File: config.mk
export PLATFORM = sky130hd
export DESIGN_NAME = pipe_stage_reg
export DESIGN_NICKNAME = d
export VERILOG_FILES = /design/src/rtl/pipe_pkg.sv /design/src/rtl/pipe_beat_reg.sv /design/src/rtl/pipe_stage_reg.sv
export SDC_FILE = /design/constraint.sdc
export NUM_CORES = 1
export LEC_CHECK = 0
export CAP_MARGIN = 20
export CORE_MARGIN = 8
export CORE_UTILIZATION = 47
export CTS_BUF_LIST = sky130_fd_sc_hd__clkbuf_8
export CTS_CLUSTER_DIAMETER = 50
export DETAILED_ROUTE_END_ITERATION = 10
export PLACE_DENSITY_LB_ADDON = 0.3
export SYNTH_ARGS = -nofsm -noshare
export SYNTH_HDL_FRONTEND = slang
export SYNTH_SLANG_ARGS = --single-unit
export TNS_END_PERCENT = 20
File: constraint.sdc
create_clock -name clk -period 1.6 [get_ports clk]
set_input_delay 0.24 -clock clk [delete_from_list [all_inputs] [get_ports clk]]
set_output_delay 0.24 -clock clk [all_outputs]
set_load 0.02 [all_outputs]
File: src/rtl/pipe_pkg.sv
// Shared definitions for the EX/MEM pipeline stage register: FSM encoding,
// default widths and the saturating stall-counter increment.
package pipe_pkg;
    localparam int DATA_W_DEF = 32;
    localparam int ADDR_W_DEF = 5;
    localparam int STALL_W    = 16;

    typedef enum logic [1:0] {
        ST_EMPTY = 2'd0,
        ST_ONE   = 2'd1,
        ST_FULL  = 2'd2
    } state_e;

    function automatic logic [STALL_W-1:0] sat_inc(input logic [STALL_W-1:0] v);
        return (&v) ? v : v + 1'b1;
    endfunction
endpackage

File: src/rtl/pipe_beat_reg.sv
// One beat of storage {we, waddr, wdata}; clear wins over load.
module pipe_beat_reg #(
    parameter int W = 38
) (
    input  logic         clk,
    input  logic         rst,
    input  logic         i_load,
    input  logic         i_clear,
    input  logic [W-1:0] i_d,
    output logic [W-1:0] o_q
);
    logic [W-1:0] r_q;

    always_ff @(posedge clk or negedge rst) begin
        if (!rst)         r_q <= '0;
        else if (i_clear) r_q <= '0;
        else if (i_load)  r_q <= i_d;
    end

    assign o_q = r_q;
endmodule

File: src/rtl/pipe_stage_reg.sv
// EX/MEM stage register with valid/ready handshake, optional two-entry skid
// buffer, flush and a saturating downstream-stall counter.
module pipe_stage_reg
    import pipe_pkg::*;
#(
    parameter int DATA_W = DATA_W_DEF,
    parameter int ADDR_W = ADDR_W_DEF,
    parameter int SKID   = 1
) (
    input  logic               clk,
    input  logic               rst,
    input  logic               in_valid,
    output logic               in_ready,
    input  logic [DATA_W-1:0]  in_wdata,
    input  logic [ADDR_W-1:0]  in_waddr,
    input  logic               in_we,
    input  logic               flush,
    output logic               out_valid,
    input  logic               out_ready,
    output logic [DATA_W-1:0]  out_wdata,
    output logic [ADDR_W-1:0]  out_waddr,
    output logic               out_we,
    output logic [STALL_W-1:0] stall_cnt
);
    localparam int BEAT_W = DATA_W + ADDR_W + 1;

    state_e              r_state, w_state_nxt;
    logic                r_in_ready;
    logic [STALL_W-1:0]  r_stall_cnt;
    logic                w_accept, w_drain;
    logic                w_main_load, w_main_clr, w_skid_load, w_skid_clr;
    logic [BEAT_W-1:0]   w_in_beat, w_main_d, w_main_q, w_skid_q;
    logic                w_main_we;
    logic [ADDR_W-1:0]   w_main_waddr;
    logic [DATA_W-1:0]   w_main_wdata;

    assign out_valid = (r_state != ST_EMPTY);
    // Without the skid entry, ready must look through to out_ready; r_in_ready
    // still holds it low until the first edge after reset.
    assign in_ready  = (SKID != 0) ? r_in_ready : (r_in_ready & (~out_valid | out_ready));
    assign w_accept  = in_valid & in_ready & ~flush;
    assign w_drain   = out_valid & out_ready;
    assign w_in_beat = {in_we, in_waddr, in_wdata};

    always_comb begin
        w_state_nxt = r_state;
        w_main_d    = w_in_beat;
        w_main_load = 1'b0;
        w_main_clr  = 1'b0;
        w_skid_load = 1'b0;
        w_skid_clr  = 1'b0;
        if (flush) begin
            w_state_nxt = ST_EMPTY;
            w_main_clr  = 1'b1;
            w_skid_clr  = 1'b1;
        end else begin
            case (r_state)
                ST_EMPTY: begin
                    if (w_accept) begin
                        w_state_nxt = ST_ONE;
                        w_main_load = 1'b1;
                    end
                end
                ST_ONE: begin
                    if (w_accept && !w_drain) begin
                        w_state_nxt = ST_FULL;
                        w_skid_load = (SKID != 0);
                    end else if (w_accept && w_drain) begin
                        w_main_load = 1'b1;
                    end else if (w_drain) begin
                        w_state_nxt = ST_EMPTY;
                        w_main_clr  = 1'b1;
                    end
                end
                ST_FULL: begin
                    if (w_drain) begin
                        w_state_nxt = ST_ONE;
                        w_main_d    = w_skid_q;
                        w_main_load = 1'b1;
                        w_skid_clr  = 1'b1;
                    end
                end
                default: w_state_nxt = ST_EMPTY;
            endcase
        end
    end

    always_ff @(posedge clk or negedge rst) begin
        if (!rst) begin
            r_state     <= ST_EMPTY;
            r_in_ready  <= 1'b0;
            r_stall_cnt <= '0;
        end else begin
            r_state    <= w_state_nxt;
            r_in_ready <= (SKID != 0) ? (w_state_nxt != ST_FULL) : 1'b1;
            if (out_valid && !out_ready)
                r_stall_cnt <= sat_inc(r_stall_cnt);
        end
    end

    pipe_beat_reg #(.W(BEAT_W)) u_main (
        .clk     (clk),
        .rst     (rst),
        .i_load  (w_main_load),
        .i_clear (w_main_clr),
        .i_d     (w_main_d),
        .o_q     (w_main_q)
    );

    pipe_beat_reg #(.W(BEAT_W)) u_skid (
        .clk     (clk),
        .rst     (rst),
        .i_load  (w_skid_load),
        .i_clear (w_skid_clr),
        .i_d     (w_in_beat),
        .o_q     (w_skid_q)
    );

    assign {w_main_we, w_main_waddr, w_main_wdata} = w_main_q;

    // Gate by valid so a bubble never writes and never shows stale data.
    assign out_we    = w_main_we & out_valid;
    assign out_waddr = out_valid ? w_main_waddr : '0;
    assign out_wdata = out_valid ? w_main_wdata : '0;
    assign stall_cnt = r_stall_cnt;
endmodule
==> metrics.md, run 1 <==
| Metric | Value |
|---|---|
| Row count | 35 |
| CP Max Fanout | 7 |
| CP startpoint kind | register |
| Clk_skew | 14.0 ps |
| Worst reg2reg path depth | 8 |
| # DRC | 0 |
| Post-route clock period utilization | 1.11 |
| Total nets after synthesis | 393 |
| Max Cap Viol | 0 |
| I/O pins | 99 |
| Initial core utilization | 0.475 |
| TritonCTS clock tree | built |
| Post-route ant nets | 0 |
| DR vias | 3484 |
| Worst r2r src | r_state[1]$_DFF_PN0_ |
| Ant. Diodes | 0 |
| Maximum clock rate | 564 MHz |
| Violated checks | negative setup slack |
| Vias in the first global route | 3697 |
| Final Hold Viols | 0 |
| Syn Inst Count | 349 |
| Dpl ws | -268 ps |
| Clock Sinks | 95 |
| Clock share of power | 0.246 |
| GR Overflow Total | 0 |
| Cell Int Power | 4.01 mW |
| Setup ws final | -172 ps |
| Crit path cell chain | buf_4 -> buf_6 -> nor4_4 -> buf_4 -> nor3_4 -> buf_12 -> clkbuf_16 -> a22o_1 |
| RSZ-0062 raised after global routing | true |
| Post-route minimum period | 1770 ps |
| Power Total | 5.82 mW |
| Clock Pin Slew Worst Setup and Hold Paths | 90 ps |
| Core Box Area | 9060 sq um |
| Global-route wire length before repair | 19100 um |
| Pwr per Cell Area | 891 nW/um^2 |
| DRT iter0 DRCs | 109 |
| CTS root buf | clkbuf_8 |
| Die width | 112 um |
| Relative slew margins | 0.639 |
| Sequential share of the synthesized area | 0.552 |
| Chip height | 112 um |
| Hold Path Class | input pin to async pin |
| Worst EP required | 1850 ps |
| Status | complete, but fails checks |
| CP Depth | 8 |
| Clock Tree Buf Depth | 2 |
| # setup viols final | 94 |
| Commonest non-fill, non-tap cells in the layout | dfrtp_1 (87), buf_4 (55), clkdlybuf4s50_1 (41), a22o_1 (38), mux2i_1 (38) |
| Total die area | 12500 sq um |
| Drt wl/cell | 19.9 um |
| Post-DP Area | 5870 sq um |
| Most common cell after layout, fill and taps aside | dfrtp_1 |
| WS Path Type | register to register |
| EDFF count, synth | 0 |
| Ys async rst share | 1.00 |
| LEAKAGE | 2.85 nW |
| Primary FF master, synth | dfrtp_1 |
| Setup crit end kind | register |
| Sw Share | 0.312 |
| Yosys reg bits | 95 |
| Synth unique cells | 38 |
| Post-layout util | 0.720 |
| Synth Area per Inst | 12.3 sq um |
| CP peak stage delay | 420 ps |
| Detailed placer's ending HPWL | 7660 um |
| Combinational power share | 0.277 |
| Gp weighted congestion | 0.798 |
| Post-Syn Area | 4310 sq um |
| Number of CTS-inserted buffers | 9 |
| Design area | 6530 sq um |
| Cell mode on critical path | buf_4 |
| Largest net degree at the start of global routing | 50 |
| Input/output buffers | 98 |
| Total Routing Usage GR | 0.188 |
| YS warnings | 0 |
| Fin nets | 550 |
| Crit path DAT | 2020 ps |
| Seq pwr share | 0.476 |
| Worst VDD drop | 0.514 mV |
| Layout cell share with drive strength beyond 1 | 0.356 |
| Sw Pwr | 1.81 mW |
| Pre-antenna DRT Iters | 5 |
| Clk_lat worst skew | 370 ps |
| Number of vias per cell | 5.60 |
| Setup TNS Final | -7890 ps |
| CP startpoint | r_state[1]$_DFF_PN0_ |
| Worst-margin pin slew | 539 ps |
| Delay-heaviest family, CP | buffers and inverters |
| Final Max Tran Viols | 0 |
| Buffers and inverters on the worst path | 5 |
| CP max-delay cell | dfrtp_1 |
| Drt total wl | 12400 um |
| Initial antenna violation count | 0 |
| Synthesis-to-layout area growth | 51.6% |
| H-tree Lvls | 3 |
[registers in the layout (all words and copies together) (netlist names)]
| register | cells |
|---|---|
| r_state | 2 |
| u_skid.o_q | 38 |
| stall_cnt | 16 |
| in_ready | 1 |
| u_main.o_q | 38 |
[stage by stage]
stage	hold WS (ps)	instances
floorplan	-55.6	349
global placement	166	579
detailed placement	170	579
CTS	322	609
global route	362	622
finish	328	622
[repair_timing]
item | CTS | global route
resized for setup | 236 | 42
hold endpoints to repair | 23 | 0
hold buffers | 1 | 0
cloned | 1 | 6
setup endpoints to repair | 145 | 134
buffers inserted | 13 | 7
pin swaps | 4 | 19
[synth_stat cells (4+ instances only)]
master / n / share of area
nor2b_1: 39 / 0.057
mux2i_1: 38 / 0.088
nor3_1: 8 / 0.0093
buf_2: 14 / 0.016
nand3_1: 4 / 0.0046
o2bb2ai_1: 38 / 0.077
xor2_1: 15 / 0.030
nor2_1: 5 / 0.0044
dfrtp_1: 95 / 0.55
a22o_1: 38 / 0.077
nand2_1: 8 / 0.0070
clkbuf_1: 9 / 0.0078
nand4_1: 4 / 0.0058
[routing by layer]
metal | track usage | share of wire | vias up | wire [um]
met5 | 0 | 0 | - | 0
met4 | 0.0684 | 0.016 | 0 | 197
met3 | 0.0406 | 0.054 | 16 | 668
met2 | 0.322 | 0.51 | 111 | 6280
met1 | 0.228 | 0.42 | 1758 | 5260
li1 | - | - | 1599 | -
[worst reg2reg max path: stages, from the launching register on]
cell	delay, ps
dfrtp_1	420
buf_4	150
buf_6	120
nor4_4	240
buf_4	180
nor3_4	60
buf_12	160
clkbuf_16	160
a22o_1	190
[power groups by stage]
stage | clock (mW) | combinational, mW | sequential [mW]
after floorplan | 0 | 0.450 | 2.93
after global placement | 0 | 1.41 | 2.79
after detailed placement | 0 | 1.44 | 2.80
after CTS | 1.44 | 1.46 | 2.76
after global routing | 1.56 | 1.73 | 2.80
final | 1.43 | 1.61 | 2.77
[path summary, 6_finish.rpt]
| check | endpoint | slack, ps |
|---|---|---|
| max reg2reg | u_skid.o_q[0]$_DFFE_PN0P_ | -170 |
| max | u_skid.o_q[0]$_DFFE_PN0P_ | -170 |
| max in group asynchronous | r_state[0]$_DFF_PN0_ | 640 |
| min | u_main.o_q[10]$_DFFE_PN0P_ | 330 |
| min in group clk | u_main.o_q[6]$_DFFE_PN0P_ | 490 |
| min reg2reg | u_main.o_q[6]$_DFFE_PN0P_ | 490 |
[final cells by class]
| class | instances | area, sq um |
|---|---|---|
| fill | 647 | 2530 |
| sequential | 95 | 2390 |
| tap | 111 | 139 |
| multi-input combinational | 224 | 2060 |
| clock buffer | 9 | 124 |
| inverter | 3 | 11.3 |
| clock inverter | 7 | 48.8 |
| timing repair buffer | 173 | 1760 |
[logic make-up (layout without fill, tap and decap cells)]
logic type / Yosys count / after routing / share of synthesized area
flip-flops: 95 / 95 / 0.552
AND/OR/NAND/NOR: 85 / 85 / 0.123
AO/OA/AOI/OAI: 83 / 83 / 0.164
multiplexers: 39 / 39 / 0.0909
buffers and inverters: 30 / 192 / 0.0346
XOR/XNOR: 16 / 16 / 0.0325
adder cells (fa/ha/maj): 1 / 1 / 0.00290
No activity file was read; power rests on OpenSTA's default activity.
==> run 2: changes to the inputs <==
- CORE_MARGIN: 8 -> unset
==> run 2 against run 1 <==
  * Critical path type is now register to primary output
  * Sequential cell count unchanged
  * Register-to-register slack better by 90 ps
  * Via count down 3.5%
  * Wire length down 11%
  * Highest routed layer unchanged
  * Worst setup slack better by 58 ps
  * The run ends with design-rule violations, negative setup slack left
  * Die area down 23%
  * Global-route usage up 4.9 points
==> metrics.md, run 2 (synthesized netlist as in run 1, its figures left out) <==
| Metric | Value |
|---|---|
| Ant. Diodes | 0 (unchanged) |
| Core Box Area | 8810 sq um (was 9060 sq um) |
| Worst-margin pin slew | 423 ps (was 539 ps) |
| DRT iter0 DRCs | 134 (was 109) |
| Max Cap Viol | 0 (unchanged) |
| # DRC | 14 (was 0) |
| Commonest non-fill, non-tap cells in the layout | dfrtp_1 (87), buf_4 (48), clkdlybuf4s50_1 (41), a22o_1 (38), o2bb2ai_1 (36) (was dfrtp_1 (87), buf_4 (55), clkdlybuf4s50_1 (41), a22o_1 (38), mux2i_1 (38)) |
| Vias in the first global route | 3469 (was 3697) |
| GR Util met2 | 0.385 (was 0.322) |
| Crit path cell chain | nor2_4 -> buf_6 -> buf_16 -> nor2b_1 -> buf_4 (was buf_4 -> buf_6 -> nor4_4 -> buf_4 -> nor3_4 -> buf_12 -> clkbuf_16 -> a22o_1) |
| Setup TNS Final | -4240 ps (was -7890 ps) |
| CTS root buf | clkbuf_8 (unchanged) |
| Cell Int Power | 3.93 mW (was 4.01 mW) |
| DR vias | 3363 (was 3484) |
| GRT met3 Usage | 0.0372 (was 0.0406) |
| Worst r2r src | stall_cnt[1]$_DFFE_PN0P_ (was r_state[1]$_DFF_PN0_) |
| Synthesis-to-layout area growth | 47.0% (was 51.6%) |
| Clock Pin Slew Worst Setup and Hold Paths | 120 ps (was 90 ps) |
| Total die area | 9550 sq um (was 12500 sq um) |
| Initial antenna violation count | 0 (unchanged) |
| Number of vias per cell | 5.60 (about the same) |
| Global-route met1 utilization | 0.332 (was 0.228) |
| Relative slew margins | 0.718 (was 0.639) |
| Setup ws final | -115 ps (was -172 ps) |
| GR Overflow Total | 0 (unchanged) |
| Sw Share | 0.323 (was 0.312) |
| Detailed placer's ending HPWL | 7210 um (was 7660 um) |
| Placed cells | 575 (was 579) |
| Design area | 6330 sq um (was 6530 sq um) |
| Seq. cell area | 2390 sq um (unchanged) |
| Row count | 34 (was 35) |
| Layout cell share with drive strength beyond 1 | 0.337 (was 0.356) |
| Worst VDD drop | 0.517 mV (was 0.514 mV) |
| Pre-antenna DRT Iters | 7 (was 5) |
| Crit path DAT | 1470 ps (was 2020 ps) |
| Hold Path Class | input pin to async pin (unchanged) |
| WS Path Type | register to primary output (was register to register) |
| Post-route minimum period | 1710 ps (was 1770 ps) |
| Largest net degree at the start of global routing | 44 (was 50) |
| Initial core utilization | 0.489 (was 0.475) |
| Gp weighted congestion | 0.817 (was 0.798) |
| Multi-input gate area | 2070 sq um (was 2060 sq um) |
| Number of CTS-inserted buffers | 9 (unchanged) |
| Die width | 97.7 um (was 112 um) |
| CP startpoint | r_state[0]$_DFF_PN0_ (was r_state[1]$_DFF_PN0_) |
| Sw Pwr | 1.88 mW (was 1.81 mW) |
| RSZ-0062 raised after global routing | true (unchanged) |
| TritonCTS clock tree | built (unchanged) |
| Drt wl/cell | 18.5 um (was 19.9 um) |
| # setup viols final | 73 (was 94) |
| LEAKAGE | 2.77 nW (was 2.85 nW) |
| Worst EP required | 1360 ps (was 1850 ps) |
| Maximum clock rate | 583 MHz (was 564 MHz) |
| H-tree Lvls | 3 (unchanged) |
| Drt total wl | 11100 um (was 12400 um) |
| Global-route wire length before repair | 17900 um (was 19100 um) |
| Input/output buffers | 98 (unchanged) |
| CP max-delay cell | dfrtp_1 (unchanged) |
| Clk_skew | 14.4 ps (was 14.0 ps) |
| Total Routing Usage GR | 0.237 (was 0.188) |
| Most common cell after layout, fill and taps aside | dfrtp_1 (unchanged) |
| Clock share of power | 0.275 (was 0.246) |
| Status | complete, but fails checks (unchanged) |
| CP peak stage delay | 430 ps (was 420 ps) |
| Fin cells | 601 (was 622) |
| Final Max Tran Viols | 0 (unchanged) |
| Final Hold Viols | 0 (unchanged) |
| Fin nets | 532 (was 550) |
| Combinational power share | 0.244 (was 0.277) |
| Clock Tree Buf Depth | 2 (unchanged) |
| CP Max Fanout | 10 (was 7) |
| Chip height | 97.7 um (was 112 um) |
| Fillers | 625 (was 647) |
| CP startpoint kind | register (unchanged) |
| Clock Sinks | 95 (unchanged) |
| I/O pins | 99 (unchanged) |
| Setup crit end kind | primary output (was register) |
| Pwr per Cell Area | 916 nW/um^2 (was 891 nW/um^2) |
| Violated checks | design-rule violations, negative setup slack (was negative setup slack) |
| Post-DP Area | 5900 sq um (was 5870 sq um) |
| Global route hottest layer | met2 (unchanged) |
| Clk_lat worst skew | 380 ps (was 370 ps) |
| Post-route ant nets | 0 (unchanged) |
| Post-route clock period utilization | 1.07 (was 1.11) |
| Seq pwr share | 0.481 (was 0.476) |
-- run 2: stage by stage --
step | total power [mW] | utilization | worst slack (ps) | hold WS (ps)
finish | 5.80 | 0.719 | -115 | 353
global placement | 4.13 | 0.671 | -262 | 199
detailed placement | 4.18 | 0.671 | -327 | 202
CTS | 5.73 | 0.691 | -120 | 353
floorplan | 3.38 | - | -17.4 | -55.6
global route | 6.04 | 0.719 | -173 | 386
-- run 2: power by group through the flow --
stage	registers, mW	logic, mW	clock network, mW
detailed placement	2.80	1.37	0
CTS	2.77	1.35	1.61
global placement	2.80	1.33	0
global route	2.81	1.51	1.71
finish	2.79	1.42	1.60
floorplan	2.93	0.450	0
-- run 2: layout make-up --
| cell class | instances | area share |
|---|---|---|
| Multi-Input combinational cell | 224 | 0.327 |
| Clock buffer | 9 | 0.0196 |
| Clock inverter | 7 | 0.0117 |
| Sequential cell | 95 | 0.377 |
| Tap cell | 108 | 0.0213 |
| Timing Repair Buffer | 155 | 0.241 |
| Inverter | 3 | 0.00217 |
-- run 2: timing repair --
item	4_1_cts	5_1_grt
gates resized for setup	211	49
endpoints found under the hold margin	28	0
cloned	2	0
hold buffers	1	0
pin swaps	5	17
buffers inserted	3	5
setup endpoints to repair	146	132
-- run 2: worst max-delay path: cells and delay by family (launching register included) --
kind	cells	cell delay, ps
buf+inv	3	450
simple gates	2	210
flops	1	430
-- run 2: final timing paths --
check                                              to  slack, ps  cells after the start
setup / recovery                        out_wdata[30]       -110                      5
hold / removal             u_main.o_q[31]$_DFFE_PN0P_        350                      2
setup reg to reg             stall_cnt[4]$_DFFE_PN0P_        -80                      7
hold reg to reg            u_main.o_q[17]$_DFFE_PN0P_        490                      1
max in group asynchronous    stall_cnt[8]$_DFFE_PN0P_        660                      3
min in group clk           u_skid.o_q[30]$_DFFE_PN0P_        490                      2
-- run 2: routing by layer --
metal,vias up,routed length (um)
met1,1712,5100
met4,0,74
met5,-,0
met2,76,5480
li1,1564,-
met3,11,434
==> run 3: changes to the inputs <==
- CORE_UTILIZATION: 47 -> 45
- CTS_BUF_LIST: sky130_fd_sc_hd__clkbuf_8 -> unset
- SLEW_MARGIN: unset -> 20
==> run 3 against run 2 <==
  * The run ends with negative setup slack left
  * Critical path depth unchanged
  * Worst setup slack improved by 38 ps
  * Largest cell class unchanged
  * Maximum frequency increased by 2.2%
  * Sequential cell count stayed put
  * Sequential share of layout area increased by 0.23 points
  * Global-route usage fell by 1.8 points
  * Die area is 4.4% higher
  * Cell area fell by 0.61%
  * Sequential power is essentially flat
  * Final cell count increased by 5.7%
  * Total power rose by 0.28%
==> metrics.md, run 3 (synthesized netlist as in run 1, its figures left out) <==
| Metric | Value |
|---|---|
| Final Max Tran Viols | 0 (unchanged) |
| Dpl ws | -362 ps (was -327 ps) |
| Setup ws final | -76.9 ps (was -115 ps) |
| Worst reg2reg path depth | 6 (was 7) |
| Row count | 35 (was 34) |
| Ant. Diodes | 0 (unchanged) |
| Hold Path Class | input pin to async pin (unchanged) |
| Combinational power share | 0.277 (was 0.244) |
| Worst r2r src | r_state[0]$_DFF_PN0_ (was stall_cnt[1]$_DFFE_PN0P_) |
| Clock share of power | 0.247 (was 0.275) |
| Status | complete, but fails checks (unchanged) |
| Setup crit end kind | primary output (unchanged) |
| Crit path DAT | 1440 ps (was 1470 ps) |
| Worst EP required | 1360 ps (about the same) |
| H-tree Lvls | 3 (unchanged) |
| Chip height | 99.8 um (was 97.7 um) |
| Most common cell after layout, fill and taps aside | dfrtp_1 (unchanged) |
| LEAKAGE | 2.76 nW (was 2.77 nW) |
| DR vias | 3395 (was 3363) |
| Post-route ant nets | 0 (unchanged) |
| # setup viols final | 57 (was 73) |
| Gp weighted congestion | 0.865 (was 0.817) |
| CP Max Fanout | 9 (was 10) |
| Synthesis-to-layout area growth | 46.1% (was 47.0%) |
| Clock Tree Buf Depth | 2 (unchanged) |
| Fin nets | 545 (was 532) |
| Final Hold Viols | 0 (unchanged) |
| Core Box Area | 9240 sq um (was 8810 sq um) |
| Sw Share | 0.310 (was 0.323) |
| Drt total wl | 11100 um (about the same) |
| Pre-antenna DRT Iters | 4 (was 7) |
| Clock Sinks | 95 (unchanged) |
| Global-route wire length before repair | 17200 um (was 17900 um) |
| Multi-input gate area | 2000 sq um (was 2070 sq um) |
| DRT iter0 DRCs | 101 (was 134) |
| Clk_lat worst skew | 360 ps (was 380 ps) |
| Worst-margin pin slew | 368 ps (was 423 ps) |
| Drt wl/cell | 17.5 um (was 18.5 um) |
| Fillers | 685 (was 625) |
| Post-layout util | 0.681 (was 0.719) |
| Layout cell share with drive strength beyond 1 | 0.336 (was 0.337) |
| Clk_skew | 15.7 ps (was 14.4 ps) |
| # DRC | 0 (was 14) |
| Sw Pwr | 1.80 mW (was 1.88 mW) |
| Violated checks | negative setup slack (was design-rule violations, negative setup slack) |
| TritonCTS clock tree | built (unchanged) |
| Total die area | 9970 sq um (was 9550 sq um) |
| CTS root buf | clkbuf_8 (unchanged) |
| Detailed placer's ending HPWL | 7050 um (was 7210 um) |
| Max Cap Viol | 0 (unchanged) |
| Largest net degree at the start of global routing | 52 (was 44) |
| I/O pins | 99 (unchanged) |
| CP startpoint kind | register (unchanged) |
| Initial core utilization | 0.466 (was 0.489) |
| Relative slew margins | 0.753 (was 0.718) |
| WS Path Type | register to primary output (unchanged) |
| Pwr per Cell Area | 925 nW/um^2 (was 916 nW/um^2) |
| R2R setup slack | -60 ps (was -80 ps) |
| RSZ-0062 raised after global routing | true (unchanged) |
| Seq pwr share | 0.476 (was 0.481) |
| Post-route minimum period | 1680 ps (was 1710 ps) |
| Seq. cell area | 2390 sq um (unchanged) |
| Total Routing Usage GR | 0.219 (was 0.237) |
| Maximum clock rate | 596 MHz (was 583 MHz) |
| Die width | 99.8 um (was 97.7 um) |
| Initial antenna violation count | 0 (unchanged) |
| Clock Pin Slew Worst Setup and Hold Paths | 90 ps (was 120 ps) |
| Number of CTS-inserted buffers | 9 (unchanged) |
| GR Overflow Total | 0 (unchanged) |
| Post-route clock period utilization | 1.05 (was 1.07) |
| Input/output buffers | 98 (unchanged) |
| Worst VDD drop | 0.528 mV (was 0.517 mV) |
| Number of vias per cell | 5.35 (was 5.60) |
| Commonest non-fill, non-tap cells in the layout | dfrtp_1 (87), buf_4 (50), clkdlybuf4s50_1 (41) (was dfrtp_1 (87), buf_4 (48), clkdlybuf4s50_1 (41), a22o_1 (38), o2bb2ai_1 (36)) |
| Cell Int Power | 4.01 mW (was 3.93 mW) |
| R2R Path End | u_main.o_q[0]$_DFFE_PN0P_ (was stall_cnt[4]$_DFFE_PN0P_) |
| Vias in the first global route | 3482 (was 3469) |
[run 3: cell types whose count changed in the layout (fill, tap and decap cells not counted), sizes merged, moves of 2 or more]
cell	delta
dlygate4sd2	-5
buf	+5
inv	-4
clkinv	+2
clkbuf	+13
[run 3: metal layers]
metal,wire [um],vias to the layer above,part of all wire,track usage
met1,5270,1702,0.47,0.305
met4,121,0,0.011,0.0577
li1,-,1590,-,-
met2,5250,92,0.47,0.352
met3,485,11,0.044,0.0439
met5,0,-,0,0
[run 3: worst max-delay path, cell delays in order (launching register included)]
cell and delay (ps):
dfrtp_1 430, nor2_4 150, buf_6 150, clkbuf_16 160
nor2b_1 40, buf_2 150
[run 3: layout make-up]
type                       instances  share of cell area
sequential                        95               0.379
multi-input combinational        224               0.318
timing repair buffer             168               0.247
tap                              129              0.0257
clock buffer                      10              0.0203
clock inverter                     6             0.00756
inverter                           3             0.00179
[run 3: worst max path at each step]
stage	start	to	depth (start not counted)
after floorplan	stall_cnt[0]$_DFFE_PN0P_	stall_cnt[15]$_DFFE_PN0P_	6
after global placement	out_ready	u_skid.o_q[14]$_DFFE_PN0P_	5
after detailed placement	out_ready	u_main.o_q[10]$_DFFE_PN0P_	6
after CTS	r_state[1]$_DFF_PN0_	out_wdata[7]	4
after global routing	r_state[0]$_DFF_PN0_	out_wdata[23]	5
final	r_state[0]$_DFF_PN0_	out_we	5
[run 3: through the flow]
stage	hold slack, ps	total power, mW	instance area, sq um	TNS (ps)	cells
2_1_floorplan	-55.6	3.38	4390	-213	349
3_5_place_dp	142	4.25	5980	-26140	602
5_1_grt	319	6.07	6290	-8980	635
4_1_cts	297	5.61	6070	-2210	621
3_3_place_gp	143	4.20	5980	-18810	602
6_report	305	5.82	6290	-2220	635
[run 3: power groups by stage]
stage          Sequential, mW  Clock (mW)  Combinational, mW
2_1_floorplan            2.93           0              0.450
3_3_place_gp             2.78           0               1.42
3_5_place_dp             2.79           0               1.46
4_1_cts                  2.75        1.47               1.39
5_1_grt                  2.79        1.56               1.71
6_report                 2.77        1.44               1.61
[run 3: what timing repair did]
item	in CTS	in global routing
hold buffers	1	0
hold endpoints to repair	19	0
pin swaps	6	21
gates cloned	0	2
setup endpoints to repair	143	133
setup buffers	2	12
resized for setup	163	61
